[config.mk]
export PLATFORM = sky130hd
export DESIGN_NAME = rotating_priority_resolver
export DESIGN_NICKNAME = d
export VERILOG_FILES = /design/src/rtl/pic_pkg.sv /design/src/rtl/rot_priority_pick.sv /design/src/rtl/rotating_priority_resolver.sv
export SDC_FILE = /design/constraint.sdc
export NUM_CORES = 1
export LEC_CHECK = 0
export BUFFER_PORTS_ARGS = -buffer_cell sky130_fd_sc_hd__clkbuf_2
export CAP_MARGIN = 10
export CORE_ASPECT_RATIO = 0.6
export CORE_MARGIN = 3
export CORE_UTILIZATION = 58
export DETAILED_ROUTE_END_ITERATION = 10
export GPL_TIMING_DRIVEN = 0
export PLACE_DENSITY = 0.83
export REMOVE_ABC_BUFFERS = 1
export SYNTH_ARGS = -nofsm -noshare
export SYNTH_HDL_FRONTEND = slang
export SYNTH_HIERARCHICAL = 1
export SYNTH_SLANG_ARGS = --single-unit
[constraint.sdc]
create_clock -name clk -period 13.1 [get_ports clk]
set_input_delay 0.655 -clock clk [delete_from_list [all_inputs] [get_ports clk]]
set_output_delay 0.655 -clock clk [all_outputs]
set_load 0.005 [all_outputs]
[src/rtl/pic_pkg.sv]
// Shared command opcodes and handshake state encoding for the rotating priority resolver.
package pic_pkg;

    localparam logic [2:0] NOP          = 3'd0;
    localparam logic [2:0] EOI_NS       = 3'd1;
    localparam logic [2:0] EOI_SP       = 3'd2;
    localparam logic [2:0] ROT_NS       = 3'd3;
    localparam logic [2:0] ROT_SP       = 3'd4;
    localparam logic [2:0] SET_PRIO     = 3'd5;
    localparam logic [2:0] AEOI_ROT_ON  = 3'd6;
    localparam logic [2:0] AEOI_ROT_OFF = 3'd7;

    typedef enum logic [1:0] {
        IDLE = 2'd0,
        REQ  = 2'd1,
        HOLD = 2'd2
    } state_e;

endpackage

[src/rtl/rot_priority_pick.sv]
// Finds the highest-priority set bit of vec when (lowest+1) mod N is top priority.
module rot_priority_pick #(
    parameter  int NUM_IRQ = 8,
    localparam int IDX_W   = $clog2(NUM_IRQ)
) (
    input  logic [NUM_IRQ-1:0] vec,
    input  logic [IDX_W-1:0]   lowest,
    output logic               found,
    output logic [IDX_W-1:0]   level
);

    logic [IDX_W-1:0] start;
    logic [IDX_W-1:0] k;

    assign start = lowest + IDX_W'(1);

    // Scan from the lowest rank down so the last hit is the first set bit of the rotated vector.
    always_comb begin
        k = '0;
        for (int i = NUM_IRQ - 1; i >= 0; i--) begin
            if (vec[start + IDX_W'(i)]) begin
                k = IDX_W'(i);
            end
        end
    end

    assign found = |vec;
    assign level = start + k;

endmodule

[src/rtl/rotating_priority_resolver.sv]
// Rotating-priority ISR/pointer bookkeeping and CPU interrupt handshake for NUM_IRQ request lines.
module rotating_priority_resolver
    import pic_pkg::*;
#(
    parameter  int NUM_IRQ = 8,
    localparam int IDX_W   = $clog2(NUM_IRQ)
) (
    input  logic               clk,
    input  logic               rst_n,
    input  logic [NUM_IRQ-1:0] irq_req,
    input  logic [NUM_IRQ-1:0] irq_mask,
    input  logic               aeoi_mode,
    input  logic               cmd_valid,
    input  logic [2:0]         cmd_op,
    input  logic [IDX_W-1:0]   cmd_level,
    input  logic               int_ack,
    output logic               int_out,
    output logic               ack_valid,
    output logic [IDX_W-1:0]   ack_level,
    output logic               ack_spurious,
    output logic [NUM_IRQ-1:0] irq_clear,
    output logic [NUM_IRQ-1:0] isr,
    output logic [IDX_W-1:0]   lowest_prio
);

    state_e             state_q, state_d;
    logic [NUM_IRQ-1:0] isr_q, isr_d;
    logic [NUM_IRQ-1:0] irq_clear_q, irq_clear_d;
    logic [IDX_W-1:0]   low_q, low_d;
    logic [IDX_W-1:0]   ack_level_q, ack_level_d;
    logic               rot_aeoi_q, rot_aeoi_d;
    logic               ack_valid_q, ack_valid_d;
    logic               ack_spurious_q, ack_spurious_d;

    logic [NUM_IRQ-1:0] pend;
    logic               req_found, isr_found;
    logic [IDX_W-1:0]   req_top, isr_top;
    logic [IDX_W-1:0]   start, rank_req, rank_isr;
    logic               eligible;
    logic               ack_fire;
    logic [NUM_IRQ-1:0] set_vec, clr_vec;

    assign pend = irq_req & ~irq_mask;

    rot_priority_pick #(.NUM_IRQ(NUM_IRQ)) u_pick_req (
        .vec    (pend),
        .lowest (low_q),
        .found  (req_found),
        .level  (req_top)
    );

    rot_priority_pick #(.NUM_IRQ(NUM_IRQ)) u_pick_isr (
        .vec    (isr_q),
        .lowest (low_q),
        .found  (isr_found),
        .level  (isr_top)
    );

    // Rank 0 is the top priority; comparing ranks avoids wrap-around cases.
    assign start    = low_q + IDX_W'(1);
    assign rank_req = req_top - start;
    assign rank_isr = isr_top - start;
    assign eligible = req_found && (!isr_found || (rank_req < rank_isr));
    assign ack_fire = (state_q == REQ) && int_ack;

    always_comb begin
        state_d = state_q;
        case (state_q)
            IDLE:    if (eligible) state_d = REQ;
            REQ:     if (int_ack)  state_d = HOLD;
            HOLD:    state_d = IDLE;
            default: state_d = IDLE;
        endcase
    end

    always_comb begin
        set_vec        = '0;
        clr_vec        = '0;
        low_d          = low_q;
        rot_aeoi_d     = rot_aeoi_q;
        ack_valid_d    = ack_fire;
        ack_spurious_d = ack_fire && !eligible;
        ack_level_d    = ack_level_q;
        irq_clear_d    = '0;

        if (ack_fire) begin
            if (eligible) begin
                ack_level_d          = req_top;
                irq_clear_d[req_top] = 1'b1;
                if (!aeoi_mode) begin
                    set_vec[req_top] = 1'b1;
                end else if (rot_aeoi_q) begin
                    low_d = req_top;
                end
            end else begin
                ack_level_d = IDX_W'(NUM_IRQ - 1);
            end
        end

        // Commands act on pre-cycle isr/L; their write to L overrides an AEOI rotation.
        if (cmd_valid) begin
            case (cmd_op)
                EOI_NS: begin
                    if (isr_found) clr_vec[isr_top] = 1'b1;
                end
                EOI_SP: clr_vec[cmd_level] = 1'b1;
                ROT_NS: begin
                    if (isr_found) begin
                        clr_vec[isr_top] = 1'b1;
                        low_d            = isr_top;
                    end
                end
                ROT_SP: begin
                    clr_vec[cmd_level] = 1'b1;
                    low_d              = cmd_level;
                end
                SET_PRIO:     low_d      = cmd_level;
                AEOI_ROT_ON:  rot_aeoi_d = 1'b1;
                AEOI_ROT_OFF: rot_aeoi_d = 1'b0;
                default: ;
            endcase
        end

        // An ack setting a bit beats a same-cycle clear of that bit.
        isr_d = (isr_q & ~clr_vec) | set_vec;
    end

    always_ff @(posedge clk or negedge rst_n) begin
        if (!rst_n) begin
            state_q        <= IDLE;
            isr_q          <= '0;
            low_q          <= IDX_W'(NUM_IRQ - 1);
            rot_aeoi_q     <= 1'b0;
            ack_valid_q    <= 1'b0;
            ack_spurious_q <= 1'b0;
            ack_level_q    <= '0;
            irq_clear_q    <= '0;
        end else begin
            state_q        <= state_d;
            isr_q          <= isr_d;
            low_q          <= low_d;
            rot_aeoi_q     <= rot_aeoi_d;
            ack_valid_q    <= ack_valid_d;
            ack_spurious_q <= ack_spurious_d;
            ack_level_q    <= ack_level_d;
            irq_clear_q    <= irq_clear_d;
        end
    end

    assign int_out      = (state_q == REQ);
    assign ack_valid    = ack_valid_q;
    assign ack_level    = ack_level_q;
    assign ack_spurious = ack_spurious_q;
    assign irq_clear    = irq_clear_q;
    assign isr          = isr_q;
    assign lowest_prio  = low_q;

endmodule

==> results of run 1 <==
## cell families after synthesis
family	Yosys count	share of synthesized area (%)
AND/OR/NAND/NOR	83	15.91
AO/OA/AOI/OAI	62	17.59
buffers and inverters	39	5.700
multiplexers	34	23.24
flip-flops	27	23.99
XOR/XNOR	15	6.142
adder cells (fa/ha/maj)	15	7.424
## cell usage after synthesis, types with 3 or more instances
cell type   n
inv_1      29
dfrtp_1    24
nand2_1    24
nor3_1     14
ha_1       12
mux4_1     12
nor2b_1    11
nor2_1      9
mux2_2      8
mux4_2      8
o211ai_1    7
o21ai_0     7
a21oi_1     6
xnor2_1     6
clkbuf_1    5
nand2b_1    5
xor2_1      5
a31oi_1     4
nor4_1      4
o21a_1      4
o31ai_1     4
o32ai_1     4
a22o_1      3
dfstp_2     3
fa_1        3
inv_2       3
nand2b_4    3
nand3_1     3
o2111ai_1   3
## final cells by class
| type | instances | area (um^2) |
|---|---|---|
| Fill cell | 367 | 1466 |
| Sequential cell | 27 | 679.4 |
| Clock buffer | 4 | 45.04 |
| Tap cell | 63 | 78.83 |
| Timing Repair Buffer | 51 | 255.2 |
| Inverter | 32 | 120.1 |
| Multi-Input combinational cell | 209 | 1991 |
## registers in the layout (all words and copies together) (netlist names)
name,cells
ack_spurious,1
state_q,2
ack_level,3
isr,8
ack_valid,1
rot_aeoi_q,1
irq_clear,8
lowest_prio,3
## worst reg2reg max path, stage by stage, from the launching register on
cell,delay (ps)
dfstp_2,970
inv_2,170
ha_1,640
mux4_1,630
mux2i_1,360
a21oi_1,140
o21ai_0,220
a21oi_1,80
ha_1,200
fa_1,370
xor2_1,180
xnor2_1,590
xnor2_1,180
xnor2_1,160
ha_1,290
o21a_1,170
nor2_1,410
o211ai_2,300
o32ai_1,360
## worst paths after layout
path,startpoint,slack (ps),depth (start not counted),endpoint
worst max-delay path,lowest_prio[0],6600,18,isr[4]
worst min-delay path,rst_n,390,1,isr[3]
worst max register to register,lowest_prio[0],6600,18,isr[4]
worst min register to register,rot_aeoi_q,510,2,rot_aeoi_q
max in group asynchronous,rst_n,12280,1,ack_spurious
min in group clk,rot_aeoi_q,510,2,rot_aeoi_q
## per-layer routing
layer	up-vias	track usage [%]
met5	-	0
met4	0	4.251
met3	14	5.031
met2	121	35.92
met1	1191	39.57
li1	1152	-
## stage by stage
stage | instance area, um^2 | setup slack [ps]
floorplan | 2790 | 7525
global placement | 3124 | 6793
detailed placement | 3124 | 6634
CTS | 3169 | 6602
global route | 3169 | 6009
finish | 3169 | 6597
==> impl_metrics.py, run 1 <==
metrics = {
    "drt": {
        "via_per_inst": 6.420,
        "topRoutingLayerUsed": "met4",
        "dr_wl_met3_um": 589,
        "wl_mm": 6.804,
        "ant_nets": 0,
        "drt_first_pass_iters": 6,
        "dr_wl_met2_mm": 3.013,
        "vias": 2478,
        "wl_met1_mm": 3.140,
        "wl_per_cell_um": 17.63,
        "drt_iter0_markers": 266,
        "drc_errors": 0,
    },
    "die": {
        "fp.dieW_um": 96.20,
        "die_area_mm2": 0.005784,
        "ios": 52,
        "core_mm2": 0.004636,
        "die_h_um": 60.12,
        "initial_core_util_pct": 61.08,
        "rows": 19,
    },
    "logic_synthesis": {
        "avgSynthCellArea_um2": 10.30,
        "synth_area_leaders": "dfrtp_1 21%, mux4_1 11%, mux4_2 6.4%, ha_1 5.3%, inv_1 3.8%",
        "ys.warnings.count": 6,
        "synth-seq-area-share_pct": 23.99,
        "ys_ff_latch": 27,
        "ys_types": 54,
        "synth_top_cell_by_area": "dfrtp_1",
        "synth_top_area_share_pct": 21.21,
        "netlist_instances": 275,
        "syn_area_mm2": 0.002831,
        "synth_edf_count": 0,
        "ys.flop_type": "dfrtp_1",
        "async_flop_share_pct": 100.0,
    },
    "clock_tree": {
        "cts_tree": "built",
        "clk_pin_slew_ps": 90,
        "cts_max_path_buffers": 2,
        "clk_latency_ps": 270,
        "cts_root_buffer": "clkbuf_8",
        "h-tree-depth": 1,
        "cts.repair.resized": 0,
        "cts_setup_buffers": 0,
        "cts_inserted_buffers": 3,
        "clock-sinks": 27,
        "holdBufCountCts": 0,
    },
    "job": {
        "cap_violations": 0,
    },
    "final_layout": {
        "area_delta_synth_final_pct": 11.93,
        "finish.utilization_pct": 68.37,
        "layout_commonest_cell": "clkbuf_2",
        "drive_gt1_share_pct": 27.86,
        "fin_nets": 366,
        "layout_common_cells": "51 x clkbuf_2, 29 x inv_1, 24 x nand2_1, 24 x dfrtp_1, 14 x nor3_1",
        "diodes": 0,
        "fin_cells": 386,
    },
    "setup_path": {
        "cp-end-kind": "flip-flop",
        "critPathMaxFanout": 28,
        "cp.buffers_inverters": 1,
        "cp_slowest_cell": "dfstp_2",
        "path_cells": "inv_2 > ha_1 > mux4_1 > mux2i_1 > a21oi_1 > o21ai_0 > a21oi_1 > ha_1 > fa_1 > xor2_1 > xnor2_1 > xnor2_1 > xnor2_1 > ha_1 > o21a_1 > nor2_1 > o211ai_2 > o32ai_1",
        "path_class": "flip-flop to flip-flop",
        "cpPeakStageDelay_ps": 970,
        "crit_arrival_ps": 6680,
        "cp_top_family": "adder cells",
        "crit_required_ps": 13270,
        "worstSetupStartpointType": "flip-flop",
    },
    "grt": {
        "grt_antenna_before_repair": 0,
        "grt_pass1_wl_mm": 11.21,
        "grt_max_degree": 29,
        "grt-ovfl-total": 0,
        "first_global_vias": 2236,
        "grt_usage_pct": 25.14,
    },
    "sta": {
        "tightest_slew_ps": 708.4,
        "finalSetupViolations": 0,
        "setup_tns_ps": 0,
        "post-route-min-period_ps": 6503,
        "whs_ps": 389.6,
        "fmax_mhz": 153.8,
        "rsz0062_at_grt": "no",
        "hold_viol": 0,
        "finalCritPeriodShare_pct": 49.64,
        "max-slew-margin-rel_pct": 52.43,
        "skew_ps": 12.40,
        "drv_slew": 0,
    },
    "placement": {
        "port_buffers": 51,
        "dpl.hpwl_mm": 5.307,
        "dp.cells": 382,
        "place.gp.congestion": 0.9298,
    },
    "outcome": {
        "status": "finished clean",
    },
    "min_path": {
        "hold_class": "primary input to asynchronous set/reset pin",
    },
}
Power of run 1 is left out: the tool's default activity adds up to more than one toggle a clock period on the data nets, which glitch-free logic cannot reach.
==> run 2, diff against run 1 <==
CORE_UTILIZATION = 57   (was 58)
PLACE_DENSITY = 0.81   (was 0.83)
clock period = 6 ns   (was 13.1 ns; I/O delays follow)
==> run 2 against run 1 <==
  * Hold slack lost 360 ps
  * Maximum frequency grew 13%
  * Setup slack lost 6300 ps
  * Non-clock buffer count grew 5
  * First-iteration DRC count shrank 23%
  * Cell count grew 1.3%
  * Critical path depth grew 2
  * Cell area grew 2.9%
  * Clock-buffer cell count is the same
  * Global-route usage shrank 0.62 points
  * Sequential share of layout area shrank 0.49 points
==> impl_metrics.py, run 2 (synthesis results as in run 1) <==
metrics = {
    "outcome": {
        "status": "finished clean",
    },
    "sta": {
        "finalSetupViolations": 0,
        "max-slew-margin-rel_pct": 56.70,
        "post-route-min-period_ps": 5733,
        "drv_slew": 0,
        "hold_viol": 0,
        "tightest_slew_ps": 649.4,
        "setup_slack_ps": 267.5,
        "fmax_mhz": 174.4,
        "skew_ps": 3.252,
        "finalCritPeriodShare_pct": 95.54,
    },
    "final_layout": {
        "diodes": 0,
        "finish.utilization_pct": 69.62,
        "layout_common_cells": "51 x clkbuf_2, 29 x inv_1, 24 x nand2_1, 24 x dfrtp_1, 14 x nor3_1",
        "multiInputGateArea_mm2": 0.002033,
        "fin_nets": 371,
        "layout_commonest_cell": "clkbuf_2",
        "seq_area_um2": 683.2,
        "drive_gt1_share_pct": 30.49,
        "area_delta_synth_final_pct": 15.16,
        "fin_cells": 391,
        "fillCellCount": 345,
    },
    "grt": {
        "grt-ovfl-total": 0,
        "grt_antenna_before_repair": 0,
        "first_global_vias": 2190,
        "grt_pass1_wl_mm": 11.33,
        "grt_max_degree": 29,
        "grt_usage_pct": 24.52,
    },
    "setup_path": {
        "cpPeakStageDelay_ps": 760,
        "path_cells": "inv_2 > ha_4 > mux4_1 > mux2i_2 > a21oi_1 > o21ai_0 > a21oi_1 > ha_1 > fa_1 > inv_1 > fa_1 > xor2_1 > xnor2_1 > ha_1 > a2111oi_4 > buf_4 > buf_4 > buf_4 > or2_1 > a31oi_1",
        "worstSetupStartpointType": "flip-flop",
        "cp.buffers_inverters": 5,
        "worst_path_most_repeated_cell": "buf_4",
        "crit_arrival_ps": 5880,
        "cp_slowest_cell": "dfstp_4",
        "critPathMaxFanout": 15,
        "crit_required_ps": 6140,
        "cp_top_family": "adder cells",
        "path_class": "flip-flop to flip-flop",
        "cp-end-kind": "flip-flop",
    },
    "drt": {
        "drt_first_pass_iters": 5,
        "via_per_inst": 6.527,
        "drt_iter0_markers": 205,
        "ant_nets": 0,
        "wl_mm": 7.341,
        "drc_errors": 0,
        "vias": 2552,
        "wl_per_cell_um": 18.77,
    },
    "clock_tree": {
        "cts_root_buffer": "clkbuf_8",
        "clock-sinks": 27,
        "clk_latency_ps": 280,
        "cts_inserted_buffers": 3,
        "clk_pin_slew_ps": 90,
        "h-tree-depth": 1,
        "cts_tree": "built",
        "cts_max_path_buffers": 2,
    },
    "die": {
        "ios": 52,
        "core_mm2": 0.004683,
        "fp.dieW_um": 96.99,
        "die_area_mm2": 0.005877,
        "rows": 19,
        "initial_core_util_pct": 60.46,
        "die_h_um": 60.60,
    },
    "job": {
        "cap_violations": 0,
    },
    "placement": {
        "port_buffers": 51,
        "place.gp.congestion": 0.8802,
        "preCtsSetupSlack_ps": -541.2,
        "dpl.hpwl_mm": 5.372,
        "dp.cells": 382,
    },
    "min_path": {
        "hold_class": "primary input to asynchronous set/reset pin",
    },
}
run 2: changes by cell type in the layout (fill, tap and decap cells not counted), sizes merged:
cell,previous run,this run
buf,0,5
run 2: metrics by stage:
step | TNS (ps) | instance area (um^2) | hold WS (ps)
finish | 0 | 3261 | 30.92
global route | -8.272 | 3261 | 74.45
CTS | 0 | 3189 | 50.22
detailed placement | -8014 | 3124 | 352.4
global placement | -4478 | 3124 | 349.3
floorplan | 0 | 2790 | 4.409
run 2: per-layer routing:
layer,global-route usage (%),vias to the layer above,wire [um]
li1,-,1149,-
met1,36.46,1223,3208
met2,37.06,165,3233
met3,5.970,15,809
met4,4.800,0,91
met5,0,-,0
run 2: path summary, 6_finish.rpt:
| path | startpoint | end | slack [ps] | cells past startpoint |
|---|---|---|---|---|
| worst max-delay path | lowest_prio[0] | ack_level[1] | 270 | 20 |
| worst min-delay path | rst_n | irq_clear[4] | 30 | 1 |
| worst max register to register | lowest_prio[0] | ack_level[1] | 270 | 20 |
| worst min register to register | rot_aeoi_q | rot_aeoi_q | 510 | 2 |
| max in group asynchronous | rst_n | irq_clear[6] | 5550 | 1 |
| min in group clk | int_ack | state_q[0] | 300 | 3 |
run 2: timing repair:
item                                    CTS  global route
pin swaps                                 0             1
resized for setup                         5             4
setup buffers                             0             5
gates cloned                              0             0
endpoints found under the setup margin   24            20
hold buffers                              0             0
run 2: layout make-up:
cell class	instances	share of cell area [%]
inverters	32	3.684
clock buffers	4	1.381
flip-flops and latches	27	20.95
repair buffers	56	9.210
multi-input cells	209	62.36
well taps	63	2.417
Power of run 2 is left out for the same reason.
==> run 3, diff against run 2 <==
BUFFER_PORTS_ARGS = default   (was -buffer_cell sky130_fd_sc_hd__clkbuf_2)
CELL_PAD_IN_SITES_DETAIL_PLACEMENT = 1   (was default)
CELL_PAD_IN_SITES_GLOBAL_PLACEMENT = 1   (was default)
CORE_UTILIZATION = 50   (was 57)
DONT_BUFFER_PORTS = 1   (was default)
PLACE_DENSITY = default   (was 0.81)
PLACE_DENSITY_LB_ADDON = 0.1   (was default)
==> run 3 against run 2 <==
  * Flip-flop and latch count did not move
  * Cell area is 6.0% lower
  * Clock-buffer cell count shrank 1
==> impl_metrics.py, run 3 (synthesis results as in run 1) <==
metrics = {
    "outcome": {
        "status": "finished clean",
    },
    "grt": {
        "grt_antenna_before_repair": 0,
        "grt_max_degree": 28,
        "first_global_vias": 2437,
        "grt-ovfl-total": 0,
        "grt_usage_pct": 25.02,
        "grt_pass1_wl_mm": 12.99,
    },
    "setup_path": {
        "cp-end-kind": "flip-flop",
        "path_class": "flip-flop to flip-flop",
        "worstSetupStartpointType": "flip-flop",
        "r2r_setup_slack_ps": 300,
        "critPathMaxFanout": 16,
        "crit_required_ps": 6170,
        "crit_arrival_ps": 5870,
    },
    "final_layout": {
        "layout_common_cells": "29 x inv_1, 24 x nand2_1, 24 x dfrtp_1, 14 x nor3_1, 12 x mux4_1",
        "diodes": 0,
        "area_delta_synth_final_pct": 8.219,
        "fillCellCount": 575,
        "fin_nets": 322,
        "post-route-cell-area_mm2": 0.003064,
        "drive_gt1_share_pct": 19.35,
        "layout_commonest_cell": "inv_1",
    },
    "clock_tree": {
        "cts_tree": "built",
        "clk_latency_ps": 270,
        "clk_pin_slew_ps": 90,
        "cts_inserted_buffers": 3,
        "h-tree-depth": 1,
        "cts_root_buffer": "clkbuf_8",
        "cts_max_path_buffers": 2,
        "clock-sinks": 27,
    },
    "placement": {
        "place_area_mm2": 0.002873,
        "port_buffers": 0,
        "place.gp.congestion": 0.7890,
        "preCtsSetupSlack_ps": -866.2,
        "dpl.hpwl_mm": 5.984,
    },
    "drt": {
        "drt_iter0_markers": 157,
        "wl_per_cell_um": 23.27,
        "drt_first_pass_iters": 4,
        "ant_nets": 0,
        "wl_mm": 8.027,
        "drc_errors": 0,
        "via_per_inst": 6.687,
        "vias": 2307,
    },
    "sta": {
        "fmax_mhz": 175.3,
        "finalSetupViolations": 0,
        "setup_slack_ps": 296.4,
        "tightest_slew_ps": 494.6,
        "drv_slew": 0,
        "max-slew-margin-rel_pct": 66.81,
        "skew_ps": 6.867,
        "finalCritPeriodShare_pct": 95.06,
        "hold_viol": 0,
        "post-route-min-period_ps": 5704,
    },
    "die": {
        "die_h_um": 64.29,
        "rows": 20,
        "initial_core_util_pct": 53.88,
        "fp.dieW_um": 103.2,
        "core_mm2": 0.005255,
        "die_area_mm2": 0.006632,
        "ios": 52,
    },
    "min_path": {
        "hold_class": "primary input to flip-flop",
    },
    "job": {
        "cap_violations": 0,
    },
}
-- run 3: path summary, 6_finish.rpt --
check,from,to,depth (start not counted)
setup / recovery,lowest_prio[0],isr[7],18
hold / removal,aeoi_mode,isr[6],1
setup reg to reg,lowest_prio[0],isr[7],18
hold reg to reg,rot_aeoi_q,rot_aeoi_q,2
max in group asynchronous,rst_n,lowest_prio[2],2
min in group asynchronous,rst_n,isr[5],2
-- run 3: through the flow --
| stage | utilization, % | hold slack, ps | TNS, ps | cells |
|---|---|---|---|---|
| finish | 58.31 | 126.6 | 0 | 345 |
| detailed placement | 54.67 | 4.805 | -15400 | 334 |
| CTS | 56.86 | 124.2 | 0 | 341 |
| global route | 58.31 | 119.4 | -76.00 | 345 |
| global placement | 54.67 | 4.880 | -9767 | 334 |
| floorplan | - | 4.409 | 0 | 268 |
-- run 3: metal layers --
| metal | wire length, um | share of wire [%] | global-route usage [%] | up-vias |
|---|---|---|---|---|
| li1 | - | - | - | 1051 |
| met4 | 15 | 0.19 | 1.777 | 0 |
| met2 | 3500 | 44 | 36.42 | 96 |
| met5 | 0 | 0 | 0 | - |
| met1 | 3822 | 48 | 39.64 | 1155 |
| met3 | 689 | 8.6 | 5.016 | 5 |
-- run 3: cell type report --
type | count | area [um^2] | share of cell area, %
Sequential cell | 27 | 683.2 | 22.29
Clock buffer | 3 | 41.29 | 1.347
Timing Repair Buffer | 7 | 71.32 | 2.327
Tap cell | 66 | 82.58 | 2.695
Inverter | 32 | 120.1 | 3.920
Multi-Input combinational cell | 209 | 2061 | 67.25
Clock inverter | 1 | 5.005 | 0.1633
-- run 3: timing repair --
item / CTS / global route
resized for setup: 7 / 7
pin swaps: 0 / 2
endpoints found under the hold margin: 27 / 0
setup buffers: 1 / 4
hold buffers: 2 / 0
endpoints found under the setup margin: 24 / 23
-- run 3: worst max-delay path: stages (launching register included) --
cell and delay, ps:
dfstp_4 790, inv_2 130, ha_4 380, mux4_1 630
mux2i_4 230, a21oi_1 90, o21ai_0 200, a21oi_1 90
ha_1 200, fa_2 610, inv_1 100, fa_1 440
xor2_1 170, xnor2_1 220, ha_1 270, o21a_1 200
nor2_4 230, o211ai_2 250, o31ai_1 350
Power of run 3 is left out for the same reason.
